--- src/rtl/uart_rx_pkg.sv ---
// Shared UART definitions: frame width, default baud divider and receiver state encodings.
// The transmitter takes its default CLOCKS_PER_BAUD from here so both ends of a link agree.
package uart_rx_pkg;

  localparam int unsigned UART_DATA_BITS               = 8;
  localparam int unsigned UART_DEFAULT_CLOCKS_PER_BAUD = 104;

  localparam logic [2:0] StIdle     = 3'd0;
  localparam logic [2:0] StStart    = 3'd1;
  localparam logic [2:0] StData     = 3'd2;
  localparam logic [2:0] StStop     = 3'd3;
  localparam logic [2:0] StWaitIdle = 3'd4;

endpackage

--- src/rtl/sync_2ff.sv ---
// Two-flop synchronizer for a single asynchronous input, with a selectable reset value.
module sync_2ff #(
  parameter logic ResetValue = 1'b1
) (
  input  logic clk_i,
  input  logic rst_i,
  input  logic d_i,
  output logic q_o
);

  logic meta_q;
  logic sync_q;

  always_ff @(posedge clk_i) begin
    if (rst_i) begin
      meta_q <= ResetValue;
      sync_q <= ResetValue;
    end else begin
      meta_q <= d_i;
      sync_q <= meta_q;
    end
  end

  assign q_o = sync_q;

endmodule

--- src/rtl/uart_rx.sv ---
// 8N1 UART receiver: mid-bit sampling, one-cycle valid/frame-error strobes, break lockout.
module uart_rx
  import uart_rx_pkg::*;
#(
  parameter int unsigned CLOCKS_PER_BAUD = UART_DEFAULT_CLOCKS_PER_BAUD,
  parameter int unsigned HALF_BAUD       = CLOCKS_PER_BAUD / 2
) (
  input  logic                      clock,
  input  logic                      reset,
  input  logic                      rx_i,
  output logic [UART_DATA_BITS-1:0] data_o,
  output logic                      valid_o,
  output logic                      frame_error_o,
  output logic                      busy_o
);

  localparam int unsigned BaudW = $clog2(CLOCKS_PER_BAUD);
  localparam logic [BaudW-1:0] HalfLoad = BaudW'(HALF_BAUD - 1);
  localparam logic [BaudW-1:0] FullLoad = BaudW'(CLOCKS_PER_BAUD - 1);

  logic rx_s;

  sync_2ff #(
    .ResetValue(1'b1)
  ) u_sync (
    .clk_i(clock),
    .rst_i(reset),
    .d_i  (rx_i),
    .q_o  (rx_s)
  );

  logic [1:0]                settle_q, settle_d;
  logic                      prev_q, prev_d;
  logic [2:0]                state_q, state_d;
  logic [BaudW-1:0]          baud_q, baud_d;
  logic [2:0]                bit_q, bit_d;
  logic [UART_DATA_BITS-1:0] shift_q, shift_d;
  logic [UART_DATA_BITS-1:0] data_q, data_d;
  logic                      valid_q, valid_d;
  logic                      ferr_q, ferr_d;
  logic                      busy_q, busy_d;
  logic                      fall;
  logic                      tick;

  // The synchronizer shows its reset value for two cycles after reset; prev_q is held low until
  // real samples arrive so a line still low at reset release is not mistaken for a start edge.
  assign fall = prev_q & ~rx_s;
  assign tick = (baud_q == '0);

  always_comb begin
    settle_d = {settle_q[0], 1'b1};
    prev_d   = rx_s & settle_q[1];
    state_d  = state_q;
    baud_d   = baud_q;
    bit_d    = bit_q;
    shift_d  = shift_q;
    data_d   = data_q;
    valid_d  = 1'b0;
    ferr_d   = 1'b0;

    case (state_q)
      StIdle: begin
        if (fall) begin
          state_d = StStart;
          baud_d  = HalfLoad;
        end
      end
      StStart: begin
        if (!tick) begin
          baud_d = baud_q - BaudW'(1);
        end else if (rx_s) begin
          state_d = StIdle;
        end else begin
          state_d = StData;
          bit_d   = 3'd0;
          baud_d  = FullLoad;
        end
      end
      StData: begin
        if (!tick) begin
          baud_d = baud_q - BaudW'(1);
        end else begin
          shift_d = {rx_s, shift_q[UART_DATA_BITS-1:1]};
          baud_d  = FullLoad;
          if (bit_q == 3'd7) begin
            state_d = StStop;
          end else begin
            bit_d = bit_q + 3'd1;
          end
        end
      end
      StStop: begin
        if (!tick) begin
          baud_d = baud_q - BaudW'(1);
        end else begin
          data_d = shift_q;
          // Returning to idle at mid stop bit leaves time to catch an immediate next start edge.
          if (rx_s) begin
            valid_d = 1'b1;
            state_d = StIdle;
          end else begin
            ferr_d  = 1'b1;
            state_d = StWaitIdle;
          end
        end
      end
      StWaitIdle: begin
        if (rx_s) begin
          state_d = StIdle;
        end
      end
      default: state_d = StIdle;
    endcase

    busy_d = (state_d != StIdle);
  end

  always_ff @(posedge clock) begin
    if (reset) begin
      settle_q <= 2'b00;
      prev_q   <= 1'b0;
      state_q  <= StIdle;
      baud_q   <= '0;
      bit_q    <= 3'd0;
      shift_q  <= '0;
      data_q   <= '0;
      valid_q  <= 1'b0;
      ferr_q   <= 1'b0;
      busy_q   <= 1'b0;
    end else begin
      settle_q <= settle_d;
      prev_q   <= prev_d;
      state_q  <= state_d;
      baud_q   <= baud_d;
      bit_q    <= bit_d;
      shift_q  <= shift_d;
      data_q   <= data_d;
      valid_q  <= valid_d;
      ferr_q   <= ferr_d;
      busy_q   <= busy_d;
    end
  end

  assign data_o        = data_q;
  assign valid_o       = valid_q;
  assign frame_error_o = ferr_q;
  assign busy_o        = busy_q;

endmodule

--- config.mk ---
export PLATFORM = sky130hd
export DESIGN_NAME = uart_rx
export DESIGN_NICKNAME = d
export VERILOG_FILES = /design/src/rtl/uart_rx_pkg.sv /design/src/rtl/sync_2ff.sv /design/src/rtl/uart_rx.sv
export SDC_FILE = /design/constraint.sdc
export NUM_CORES = 1
export LEC_CHECK = 0
export BUFFER_PORTS_ARGS = -buffer_cell sky130_fd_sc_hd__buf_2
export CORE_MARGIN = 2
export CORE_UTILIZATION = 45
export CTS_BUF_LIST = sky130_fd_sc_hd__clkbuf_8
export CTS_CLUSTER_DIAMETER = 60
export DETAILED_ROUTE_END_ITERATION = 8
export PLACE_DENSITY = 0.66
export SETUP_SLACK_MARGIN = 0.2
export SYNTH_ARGS = -nofsm -noshare
export SYNTH_HDL_FRONTEND = slang
export SYNTH_SLANG_ARGS = --single-unit
--- constraint.sdc ---
create_clock -name clock -period 2.5 [get_ports clock]
set_input_delay 0.25 -clock clock [delete_from_list [all_inputs] [get_ports clock]]
set_output_delay 0.25 -clock clock [all_outputs]
set_load 0.005 [all_outputs]
==> results.sh, run 1 <==
export IMPL_status="completed"
export IMPL_fmax_ghz=0.4590
export IMPL_synth_edf_count=0
export IMPL_grt_total_usage_pct=16.23
export IMPL_crit_path_max_fanout=6
export IMPL_hold_path_class="in -> reg"
export IMPL_slew_violations=0
export IMPL_placed_area_sq_mm=0.001698
export IMPL_wl_per_cell_um=13.56
export IMPL_arrival_ps=2410
export IMPL_grt_pass1_wl_mm=5.112
export IMPL_p_int_uw=904.5
export IMPL_cts_hold_buf=0
export IMPL_cp_start_kind="register"
export IMPL_switching_power_uw=245.9
export IMPL_drt_iter0_markers=34
export IMPL_port_buffers=13
export IMPL_drt_wl_total_mm=3.010
export IMPL_max_stage_delay_ps=560
export IMPL_setup_slack_ps=321.4
export IMPL_skew_ps=6.686
export IMPL_antenna_found_initial=0
export IMPL_finalSetupViolCount=0
export IMPL_chipWidth_um=63.47
export IMPL_maxCapViolations=0
export IMPL_grt_pass1_vias=1150
export IMPL_combPwrFrac_pct=3.0
export IMPL_syn_inst=161
export IMPL_drc_errors=0
export IMPL_drtAntennaViolNets=0
export IMPL_worst_slew_pin_slew_ps=569.1
export IMPL_path_cells="inv_1 > ha_1 > or4b_1 > o21ai_0 > a21o_1 > o221a_2"
export IMPL_worstSkewPairLatency_ps=290
export IMPL_fp_row_count=21
export IMPL_cts_root_buf="clkbuf_8"
export IMPL_powerDensity_mw_per_mm2=634.5
export IMPL_rrSetupSlack_ps=320
export IMPL_cts_setup_buffers=0
export IMPL_p_leak_nw=0.7430
export IMPL_cts_tree="done"
export IMPL_nNetsFinal=181
export IMPL_ios=14
export IMPL_cts_htree_levels=2
export IMPL_sw_frac_of_total_pct=21.38
export IMPL_ctsResizeCount=0
export IMPL_fin_crit_ps=2179
export IMPL_final_area_sq_mm=0.001813
export IMPL_place_ws_ps=334.8
export IMPL_antenna_cells=0
export IMPL_hold_viol=0
export IMPL_max_slew_margin_pct=62.01
export IMPL_vias=1194
export IMPL_period_share_pct=87.14
export IMPL_synth_area_sq_mm=0.001592
export IMPL_clockPowerShare_pct=45.1
export IMPL_synthFlopType="dfxtp_1"
export IMPL_worst_setup_path_type="reg -> reg"
export IMPL_fin_setup_tns_ps=0
export IMPL_syn_nets=167
export IMPL_seq_area_frac_synth_pct=46.54
export IMPL_dpl_hpwl_mm=2.024
export IMPL_cp_data_required_time_ps=2740
export IMPL_die_area_sq_mm=0.004028
export IMPL_drtPass1Iterations=4
export IMPL_drive_gt1_share_pct=20.45
export IMPL_cts_sinks=37
export IMPL_rsz0062_at_grt="false"
export IMPL_grt_max_degree=33
export IMPL_worstHoldStart="rx_i"
export IMPL_postSynthAreaPerCell_sq_um=9.885
export IMPL_cp_end_kind="register"
export IMPL_initial_utilization_pct=47.32
export IMPL_r2r_cells=6
export IMPL_clockBufferDepth=2
export IMPL_numCtsBuffers=5
export IMPL_via_per_inst=5.378
export IMPL_hold_end="u_sync.meta_q$_SDFF_PP1_"
export IMPL_ys_ff_latch=37
export IMPL_grt_overflow_total=0
export IMPL_clk_pin_slew_worst_paths_ps=80
export IMPL_gp_congestion=0.8723
export IMPL_syn_to_final_growth_pct=13.92
export IMPL_r2r_start="baud_q[0]$_SDFFE_PP0P_"
export IMPL_core_area_sq_mm=0.003363
export IMPL_async_reset_ff_share_pct=0
export IMPL_ir_drop_v=0.0004897
export IMPL_seqPwrFrac_pct=52.0
export IMPL_holdPathStages=2
export IMPL_yosys_warnings=0
export IMPL_cp_slowest_cell="or4b_1"
export IMPL_synth_cell_type_count=40
export IMPL_fp_dieH_um=63.47
export IMPL_timing_rr_end="baud_q[6]$_SDFFE_PP0P_"
power by group through the flow:
stage | Combinational (mW) | Clock [mW] | Sequential [mW]
4_1_cts | 0.0342 | 0.534 | 0.598
2_1_floorplan | 0.0274 | 0 | 0.610
5_1_grt | 0.0379 | 0.554 | 0.599
3_3_place_gp | 0.0333 | 0 | 0.611
3_5_place_dp | 0.0340 | 0 | 0.612
6_report | 0.0342 | 0.518 | 0.598
routing by layer:
metal | vias to the layer above | track usage [%] | wire [um]
met2 | 18 | 26.18 | 1420
li1 | 606 | - | -
met5 | - | 0 | 0
met3 | 2 | 4.821 | 91
met1 | 568 | 20.22 | 1476
met4 | 0 | 6.522 | 22
layout by cell type, fill, tap and decap left out, types with 4 or more instances in the layout:
cell / n
clkbuf_8: 5
and2_1: 5
or2_2: 4
buf_2: 13
nand2_1: 6
dfxtp_1: 37
a21oi_1: 5
nor2_1: 26
mux2i_1: 17
inv_1: 4
critical path: cells and delay by family, from the launching register on:
| family | cells | cell delay [ps] |
|---|---|---|
| compound gates | 3 | 970 |
| simple gates | 1 | 560 |
| flops | 1 | 330 |
| fa+ha+maj | 1 | 200 |
| buf+inv | 1 | 80 |
synthesized netlist by cell type (4+ instances only):
cell type / n / share of area [%]
and2_1: 5 / 2.0
or2_2: 4 / 1.6
nor2_1: 26 / 6.1
mux2i_1: 17 / 11
nand2_1: 6 / 1.4
clkbuf_1: 7 / 1.7
dfxtp_1: 37 / 47
a21oi_1: 5 / 1.6
inv_1: 4 / 0.94
final cells by class:
class / instances / area, sq um
clock buffers: 5 / 68.82
clock inverters: 3 / 46.29
fillers: 337 / 1550
inverters: 4 / 15.01
multi-input cells: 111 / 797.0
flip-flops and latches: 37 / 740.7
well taps: 46 / 57.56
repair buffers: 16 / 87.58
cell families after synthesis:
| group | Yosys count | share of synthesized area (%) |
|---|---|---|
| simple gates | 63 | 21.23 |
| flops | 37 | 46.54 |
| compound gates | 27 | 14.70 |
| mux | 18 | 11.40 |
| buf+inv | 13 | 3.774 |
| fa+ha+maj | 3 | 2.359 |
worst max-delay path by stage:
| stage | from | end | slack (ps) | cells past startpoint |
|---|---|---|---|---|
| global route | baud_q[0]$_SDFFE_PP0P_ | baud_q[1]$_SDFFE_PP0P_ | 200 | 6 |
| finish | baud_q[0]$_SDFFE_PP0P_ | baud_q[6]$_SDFFE_PP0P_ | 320 | 6 |
| floorplan | baud_q[0]$_SDFFE_PP0P_ | shift_q[0]$_SDFFE_PP0P_ | 450 | 7 |
| CTS | baud_q[0]$_SDFFE_PP0P_ | baud_q[6]$_SDFFE_PP0P_ | 320 | 6 |
| detailed placement | baud_q[0]$_SDFFE_PP0P_ | baud_q[6]$_SDFFE_PP0P_ | 330 | 6 |
| global placement | baud_q[0]$_SDFFE_PP0P_ | baud_q[1]$_SDFFE_PP0P_ | 420 | 6 |
per-stage QoR:
stage	std cells	power [mW]	util, %	hold WS, ps
after floorplan	161	0.6376	-	353.8
after global placement	214	0.6447	50.48	395.0
after detailed placement	214	0.6457	50.48	394.0
after CTS	222	1.166	53.91	139.5
after global routing	222	1.190	53.91	142.0
final	222	1.150	53.91	147.0
registers in the layout, indices dropped and copies added (netlist names):
register / count
baud_q: 7
bit_q: 3
busy_o: 1
data_o: 8
frame_error_o: 1
prev_q: 1
settle_q: 2
shift_q: 8
state_q: 3
u_sync.meta_q: 1
u_sync.q_o: 1
valid_o: 1
No activity file was read; power rests on OpenSTA's default activity.
==> inputs of run 2 (changes only) <==
ABC_AREA = 1   (was default)
==> results.sh, run 2 <==
export IMPL_status="completed"
export IMPL_chipWidth_um=64.86
export IMPL_setup_slack_ps=672.2
export IMPL_ys_ff_latch=37
export IMPL_cp_end_kind="register"
export IMPL_cts_sinks=37
export IMPL_maxCapViolations=0
export IMPL_grt_pass1_wl_mm=5.561
export IMPL_placed_area_sq_mm=0.001774
export IMPL_drtPass1Iterations=4
export IMPL_p_int_mw=1.204
export IMPL_final_cell_mix="nor2_1 (53), nand2_1 (43), dfxtp_1 (37)"
export IMPL_drt_wl_total_mm=3.063
export IMPL_synth_most_common_cell="nor2_1"
export IMPL_sw_frac_of_total_pct=37.20
export IMPL_cp_start_kind="register"
export IMPL_die_area_sq_mm=0.004206
export IMPL_syn_inst=226
export IMPL_cp_data_required_time_ps=2690
export IMPL_finalSetupViolCount=0
export IMPL_port_buffers=13
export IMPL_drive_gt1_share_pct=19.75
export IMPL_numCtsBuffers=5
export IMPL_fin_cells=291
export IMPL_powerDensity_mw_per_mm2=1013
export IMPL_antenna_found_initial=0
export IMPL_grt_max_degree=24
export IMPL_cts_setup_buffers=0
export IMPL_period_share_pct=73.11
export IMPL_grt_pass1_vias=1278
export IMPL_final_common_cell="nor2_1"
export IMPL_r2r_cells=10
export IMPL_fmax_ghz=0.5471
export IMPL_fp_row_count=22
export IMPL_cts_root_buf="clkbuf_8"
export IMPL_cts_hold_buf=0
export IMPL_holdPathStages=2
export IMPL_grt_overflow_total=0
export IMPL_ios=14
export IMPL_fin_crit_ps=1828
export IMPL_clk_pin_slew_worst_paths_ps=80
export IMPL_combPwrFrac_pct=35.5
export IMPL_final_area_sq_mm=0.001894
export IMPL_clockPowerShare_pct=28.5
export IMPL_yosys_warnings=0
export IMPL_power_mw=1.918
export IMPL_drt_iter0_markers=41
export IMPL_post_route_util_pct=52.53
export IMPL_fp_dieH_um=64.86
export IMPL_synth_top_area_cell="dfxtp_1"
export IMPL_p_leak_nw=0.9117
export IMPL_synth_edf_count=0
export IMPL_place_inst=283
export IMPL_place_ws_ps=663.6
export IMPL_worstSkewPairLatency_ps=300
export IMPL_via_per_inst=4.694
export IMPL_syn_to_final_growth_pct=13.66
export IMPL_wl_per_cell_um=10.53
export IMPL_postSynthAreaPerCell_sq_um=7.374
export IMPL_drc_errors=0
export IMPL_crit_path_max_fanout=11
export IMPL_gp_congestion=0.8231
export IMPL_synthFlopType="dfxtp_1"
export IMPL_vias=1366
export IMPL_yosysTopAreaCellShare_pct=44.44
export IMPL_ir_drop_v=0.0004485
export IMPL_core_area_sq_mm=0.003606
export IMPL_dpl_hpwl_mm=2.137
export IMPL_switching_power_uw=713.6
export IMPL_syn_nets=232
export IMPL_hold_path_class="in -> reg"
export IMPL_synth_area_sq_mm=0.001667
export IMPL_grt_total_usage_pct=16.97
export IMPL_cts_htree_levels=2
export IMPL_antenna_cells=0
export IMPL_max_slew_margin_pct=60.68
export IMPL_synth_cell_type_count=26
export IMPL_skew_ps=8.903
export IMPL_drtAntennaViolNets=0
export IMPL_worst_setup_path_type="reg -> reg"
export IMPL_rsz0062_at_grt="false"
export IMPL_seq_area_frac_synth_pct=44.44
export IMPL_fin_hold_ws_ps=133.2
export IMPL_clockBufferDepth=2
export IMPL_async_reset_ff_share_pct=0
export IMPL_synthTopCellsByCount="nor2_1 (53), nand2_1 (43), dfxtp_1 (37)"
export IMPL_initial_utilization_pct=46.22
export IMPL_arrival_ps=2020
export IMPL_hold_viol=0
export IMPL_ctsResizeCount=0
export IMPL_fin_setup_tns_ps=0
export IMPL_cts_tree="done"
export IMPL_seqPwrFrac_pct=36.0
export IMPL_nNetsFinal=248
export IMPL_worst_slew_pin_slew_ps=589.2
export IMPL_synth_area_top_cells="dfxtp_1 (44%), nor2_1 (12%), nand2_1 (9.7%)"
export IMPL_slew_violations=0
==> run 2: path summary, 6_finish.rpt <==
kind | to | startpoint | slack (ps)
worst max-delay path | baud_q[5]$_SDFFE_PP0P_ | baud_q[0]$_SDFFE_PP0P_ | 670
worst min-delay path | u_sync.meta_q$_SDFF_PP1_ | rx_i | 130
worst max register to register | baud_q[5]$_SDFFE_PP0P_ | baud_q[0]$_SDFFE_PP0P_ | 670
worst min register to register | settle_q[1]$_SDFF_PP0_ | settle_q[0]$_DFF_P_ | 410
==> run 2: worst max-delay path, stage by stage, from the launching register on <==
cell     delay (ps)
dfxtp_1         310
inv_1            80
ha_1            280
nand2_1         140
nor2_4           60
nand2_1         280
nand2_1         110
nor2_2          250
nand2_2          80
nor2_1           90
nor2_1           40
==> run 2: final cells by class <==
cell class / count / area (sq um)
clock buffers: 6 / 82.58
repair buffers: 13 / 65.06
fillers: 369 / 1712
multi-input cells: 162 / 822.0
well taps: 48 / 60.06
clock inverters: 2 / 37.54
inverters: 23 / 86.33
flip-flops and latches: 37 / 740.7
==> run 2: cells by family after synthesis <==
logic type	synth area share [%]
AO/OA/AOI/OAI	10.51
AND/OR/NAND/NOR	34.98
XOR/XNOR	1.577
adder cells (fa/ha/maj)	2.252
buffers and inverters	6.231
flip-flops	44.44
==> run 2: power by group through the flow <==
| stage | logic, mW | clock network (mW) | registers (mW) |
|---|---|---|---|
| 2_1_floorplan | 0.577 | 0 | 0.698 |
| 3_3_place_gp | 0.682 | 0 | 0.704 |
| 3_5_place_dp | 0.682 | 0 | 0.705 |
| 4_1_cts | 0.685 | 0.554 | 0.691 |
| 5_1_grt | 0.781 | 0.581 | 0.701 |
| 6_report | 0.681 | 0.546 | 0.691 |
==> run 2: per-layer routing <==
layer | GRT usage, % | vias to the layer above | wire length [um]
li1 | - | 737 | -
met1 | 20.47 | 600 | 1539
met2 | 28.61 | 22 | 1372
met3 | 4.167 | 7 | 109
met4 | 7.181 | 0 | 41
met5 | 0 | - | 0
